<file path="config.mk">
export PLATFORM = sky130hd
export DESIGN_NAME = serial_tx_queue
export DESIGN_NICKNAME = d
export VERILOG_FILES = /design/src/rtl/serial_tx_queue.sv
export SDC_FILE = /design/constraint.sdc
export NUM_CORES = 1
export LEC_CHECK = 0
export ABC_AREA = 1
export CAP_MARGIN = 20
export CORE_UTILIZATION = 50
export CTS_CLUSTER_DIAMETER = 200
export DETAILED_ROUTE_END_ITERATION = 6
export PLACE_DENSITY_LB_ADDON = 0.2
export SLEW_MARGIN = 0
export SYNTH_ARGS = -nofsm -noshare
export SYNTH_HDL_FRONTEND = slang
export SYNTH_SLANG_ARGS = --single-unit
</file>
<file path="constraint.sdc">
create_clock -name serial_clk -period 2.15 [get_ports serial_clk]
set_input_delay 0.43 -clock serial_clk [delete_from_list [all_inputs] [get_ports serial_clk]]
set_output_delay 0.43 -clock serial_clk [all_outputs]
set_load 0.02 [all_outputs]
</file>
<file path="src/rtl/serial_tx_queue.sv">
// Show-ahead word FIFO feeding the async serial transmitter (serial_clk domain).
// Define SERIAL_TX_QUEUE_OVERFLOW_EN to build the sticky overflow flag.
module serial_tx_queue #(
  parameter int BITS      = 8,
  parameter int DEPTH     = 16,
  parameter int ADDR_BITS = $clog2(DEPTH)
) (
  input  logic                 serial_clk,
  input  logic                 in_rst,
  input  logic                 in_wr_valid,
  output logic                 out_wr_ready,
  input  logic [BITS-1:0]      in_wr_data,
  input  logic                 in_flush,
  output logic                 out_tx_enable,
  output logic [BITS-1:0]      out_tx_word,
  input  logic                 in_tx_next_word,
  input  logic                 in_tx_ready,
  output logic [ADDR_BITS:0]   out_count,
  output logic                 out_overflow
);

  localparam logic [ADDR_BITS:0] FULL_CNT = (ADDR_BITS+1)'(DEPTH);

  logic [BITS-1:0]      mem [DEPTH];
  logic [ADDR_BITS-1:0] wr_ptr;
  logic [ADDR_BITS-1:0] rd_ptr;
  logic [ADDR_BITS:0]   count;
  logic                 full;
  logic                 empty;
  logic                 push;
  logic                 pop;
  logic                 keep;

  assign full  = (count == FULL_CNT);
  assign empty = (count == '0);
  assign push  = in_wr_valid && !full && !in_flush;
  assign pop   = in_tx_next_word && !empty && !in_flush;
  // Flush keeps the head only while the transmitter is serialising it
  assign keep  = !in_tx_ready && !empty;

  always_ff @(posedge serial_clk or posedge in_rst) begin
    if (in_rst) begin
      wr_ptr <= '0;
      rd_ptr <= '0;
      count  <= '0;
    end else if (in_flush) begin
      wr_ptr <= rd_ptr + ADDR_BITS'(keep);
      count  <= (ADDR_BITS+1)'(keep);
    end else begin
      if (push) wr_ptr <= wr_ptr + 1'b1;
      if (pop)  rd_ptr <= rd_ptr + 1'b1;
      unique case ({push, pop})
        2'b10:   count <= count + 1'b1;
        2'b01:   count <= count - 1'b1;
        default: count <= count;
      endcase
    end
  end

  always_ff @(posedge serial_clk) begin
    if (push) mem[wr_ptr] <= in_wr_data;
  end

  assign out_wr_ready  = !full;
  assign out_tx_enable = !empty;
  assign out_tx_word   = empty ? '0 : mem[rd_ptr];
  assign out_count     = count;

`ifdef SERIAL_TX_QUEUE_OVERFLOW_EN
  logic overflow;
  logic drop;

  assign drop = in_wr_valid && full && !in_flush;

  always_ff @(posedge serial_clk or posedge in_rst) begin
    if (in_rst)        overflow <= 1'b0;
    else if (drop)     overflow <= 1'b1;
    else if (in_flush) overflow <= 1'b0;
  end

  assign out_overflow = overflow;
`else
  assign out_overflow = 1'b0;
`endif

endmodule

</file>
# Word-level counts from Yosys, hierarchy flattened
# Memories as Yosys holds them, arrays and structs flattened.
# Index checks and enable logic that the tools add are counted.
classes:
  n_addsub: 5
  n_mul: 0
  n_div: 0
  n_lt_le_gt_ge: 0
  n_eq_ne: 3
  shift: 0
  muxes: 7
  bitwise: 1
  reduce_logical: 13
ops:
  columns: ["cell", "count"]
  rows:
  - ["$pmux 5 s2", 1]
  - ["$add 4x1->4 const B", 2]
  - ["$mux 4", 2]
  - ["$mux 8", 1]
  - ["$add 5x1->5 const B", 1]
  - ["$eq 5x5->1 const B", 1]
  - ["$logic_and 1x1->1", 5]
  - ["$logic_not 5->1", 1]
  - ["$mux 5", 1]
  - ["$sub 5x1->5 const B", 1]
  - ["$add 4x1->4", 1]
  - ["$logic_not 1->1", 4]
  - ["$reduce_bool 3->1", 1]
  - ["$eq 2x1->1 const B", 1]
  - ["$eq 2x2->1 const B", 1]
  - ["$mux 1", 2]
  - ["$reduce_and 2->1", 1]
  - ["$reduce_bool 2->1", 1]
  - ["$not 1->1", 1]
totals:
  register_bits: 13
  latchBits: 0
  ramBits: 128
  romBits: 0
  n_memories: 1
memory_table:
  columns: ["memory", "words", "word_bits", "rd", "rd_ports_with_merged_regs", "write_ports", "line", "rtl"]
  rows:
  - ["mem", 16, 8, 1, 0, 1, "24", "logic [BITS-1:0] mem [DEPTH];"]

# Longest topological paths before layout
depth:
  word_depth: 7
  mapped_depth: 16
  ltp_nobuf: 16

# Worst setup path before layout
# Ideal clock, no wire load.
synth_timing:
  kind: "register -> output"
  start: "register rd_ptr[1]"
  end: "output port out_tx_word[6]"
  arrival_ns: 1.679
  path_slack_ns: 0.041
  stages_incl_launch_ff: 8
  n_path_buf: 2
  cell_sequence: "dfrtp_1 -> buf_4 -> inv_2 -> buf_2 -> a21oi_1 -> a221oi_2 -> nor2_1 -> a211oi_1"
synth_between:
  elab_chain_len: 2
synth_lines:
  columns: ["item", "line", "rtl"]
  rows:
  - ["start, declared", "26", "logic [ADDR_BITS-1:0] rd_ptr;"]
  - ["start signal, assigned", "51", "if (pop) rd_ptr <= rd_ptr + 1'b1;"]
  - ["$mem_v2 16x8", null, null]
  - ["$mux 8", "66", "assign out_tx_word = empty ? '0 : mem[rd_ptr];"]
  - ["end, declared", "15", "output logic [BITS-1:0] out_tx_word,"]
# Every way passes these cells.

# Worst setup path after layout
layout_timing:
  start: "register rd_ptr[0]"
  end: "output port out_tx_word[4]"
# The elaborated chain is that of the path after synthesis.

==> flow_summary.ini <==
[status]
status = complete, but fails checks
violations = negative setup slack

[logic_synthesis]
synth-seq-cells = 141
synth_top_area_share_pct = 63.22
syn_nets = 520
synth_seq_area_share_pct = 68.57
async_flop_share_pct = 9.220
syn_area_um2 = 6080
synth_cell_types = 38
yosys.area.top_type = edfxtp_1
postSynthCellCount = 497
synth_top_cells_by_count = edfxtp_1, nand2_1, nor2_1
yosys-top-cells-area = edfxtp_1, nand2_1, dfrtp_1
ys.flop_type = edfxtp_1
yosysWarnings = 0
avgSynthCellArea_um2 = 12.23
yosysMostFrequentCell = edfxtp_1
synth_edf_count = 128

[setup_path]
startpoint = rd_ptr[0]
cp_max_fo = 7
reg2regPathDepth = 15
reg2reg_to = out_count[4]
cp_num_buf_inv = 4
crit_path_end_kind = output pin
r2r_slack_ps = 170
r2r-start = out_count[1]
cp-start-kind = flip-flop
critPathTopFamily = buffers and inverters
arrival_ps = 2080
crit_chain = buf_4, clkbuf_16, a21oi_1, a221oi_2, buf_4, nor2_1, a211oi_2, buf_4
crit_path_max_incr_delay_ps = 450
crit_path_frequent_cell = buf_4
path_class = flip-flop to output pin
critPathSlowestCell = dfrtp_2
required_ps = 1720

[power]
clkPwrFrac_pct = 25.4
seqPwrFrac_pct = 28.9
p_int_w = 0.007509
power.switching_w = 0.004254
total_power_w = 0.01176
peakVddDrop_v = 0.0006632
leakage_nw = 3.049
powerDensity_nw_per_um2 = 1467
switching_share_pct = 36.16
combPwrFrac_pct = 45.6

[cts]
numCtsBuffers = 17
root_buffer = clkbuf_16
cts_hold_buffers = 0
tritoncts = done
clock_sink_count = 141
clkLatencyLatePin_ps = 420
clk_pin_slew_ps = 60
htree_levels = 4
clockBufferDepth = 2

[job]
drv_cap = 0

[detailed_routing]
highest_layer = met4
wl_met3_um = 924
finalWirelength_um = 15230
ant_nets = 0
wl_met2_um = 7574
drt-met1-wl_um = 6537
drc_errors = 0
drtIter0Drc = 327
vias_per_cell = 5.682
vias = 4375
drt-wirelength-per-cell_um = 19.78
detailedRoute.firstPassIterationCount = 5

[final_layout]
drive_above_1_share_pct = 29.51
antennaDiodeCount = 0
syn_to_final_growth_pct = 31.90
fin_nets = 637

[die]
die_w_um = 112.3
initial_core_util_pct = 52.35
io-pin-count = 30
rows = 39
core_um2 = 11610
die-area_um2 = 12600
fp.dieH_um = 112.3

[global_routing]
grt_max_degree = 19
grt_usage_pct = 24.67
grt_pass1_wl_um = 22770
grt_pass1_vias = 4169
antenna_found_initial = 0
grt_overflow = 0

[timing]
postLayoutSetupSlackWorst_ps = -362.7
clock.fmax_mhz = 398.0
skew_ps = 5.006
finalSetupViolCount = 8
fin_crit_sh_pct = 116.9
worst_slew_pin_slew_ps = 730.6
grt_setup_unrepaired = true
final-hold-violation-count = 0
hold_slack_ps = 374.3
slew_violations = 0
slew_headroom_pct = 51.14
min_period_ps = 2513

[min_path]
hp-class = input pin to async pin

[placed_design]
hpwl_um = 9595
place_congestion = 0.9196
port_buffers = 28
-- cell type report --
type                    instances  area (µm²)
fillers                       824        3595
well taps                     143       178.9
inverters                      26       108.9
clock buffers                  20       446.7
repair buffers                120        1116
clock inverters                12       161.4
flip-flops and latches        141        4172
multi-input cells             308        1836
-- how the worst max path moves through the flow --
stage / depth (start not counted) / end / slack, ps
floorplan: 7 / out_tx_word[6] / 40
global placement: 8 / out_tx_word[4] / -420
detailed placement: 8 / out_tx_word[4] / -460
CTS: 6 / out_tx_word[2] / -330
global route: 8 / out_tx_word[4] / -400
finish: 8 / out_tx_word[4] / -360
-- stage by stage --
| step | setup TNS [ps] | instances | cell area, µm² | worst slack [ps] | util, % |
|---|---|---|---|---|---|
| final | -2402 | 770 | 8019 | -362.7 | 69.05 |
| after global routing | -2865 | 770 | 8019 | -403.9 | 69.05 |
| after detailed placement | -3065 | 720 | 6999 | -456.0 | 60.27 |
| after global placement | -2894 | 720 | 6999 | -420.0 | 60.27 |
| after floorplan | 0 | 497 | 6080 | 40.68 | - |
| after CTS | -2391 | 757 | 7727 | -328.0 | 66.54 |
-- sequential cells by signal (all words and copies together), names as in the netlist --
name / flops
rd_ptr: 4
mem: 128
wr_ptr: 4
out_count: 5
-- logic make-up (layout without fill, tap and decap cells) --
kind of cell | Yosys count | after routing | synth area share (%)
AND/OR/NAND/NOR | 176 | 176 | 12.51
multiplexers | 8 | 8 | 1.317
AO/OA/AOI/OAI | 108 | 108 | 11.13
flip-flops | 141 | 141 | 68.57
XOR/XNOR | 6 | 6 | 0.8644
other | 1 | 1 | 0.06168
buffers and inverters | 48 | 178 | 3.684
adder cells (fa/ha/maj) | 9 | 9 | 1.852
-- timing repair --
action                                  in CTS  in global routing
buffers inserted                             4                  9
gates cloned                                 1                  4
pin swaps                                   11                 15
endpoints found under the setup margin      10                  9
gates resized for setup                     69                 38
-- layer usage --
| metal | track usage, % | vias up |
|---|---|---|
| li1 | - | 2033 |
| met1 | 33.53 | 2174 |
| met2 | 39.34 | 144 |
| met3 | 5.292 | 24 |
| met4 | 9.333 | 0 |
| met5 | 0 | - |
-- layout by cell type, fill, tap and decap left out, types with 5 or more instances in the layout --
cell,count
ha_1,9
nor3_1,7
a21oi_1,32
o21ai_0,13
buf_4,83
nor2_2,5
o21ai_1,16
mux2i_1,8
edfxtp_1,128
buf_6,6
clkbuf_16,21
clkinvlp_4,6
nor2_1,41
inv_1,17
dfrtp_1,11
a211oi_2,8
clkdlybuf4s50_1,18
nand3_1,8
xor2_1,5
nand2_1,100
o22ai_1,6
a221oi_2,8
-- power by group through the flow --
stage / Combinational (W) / Sequential [W] / Clock, W
3_3_place_gp: 0.00440 / 0.00342 / 0
5_1_grt: 0.00572 / 0.00343 / 0.00313
4_1_cts: 0.00471 / 0.00338 / 0.00301
6_report: 0.00537 / 0.00340 / 0.00299
2_1_floorplan: 0.00238 / 0.00347 / 0
3_5_place_dp: 0.00446 / 0.00343 / 0
(Power assumes the default switching activity.)
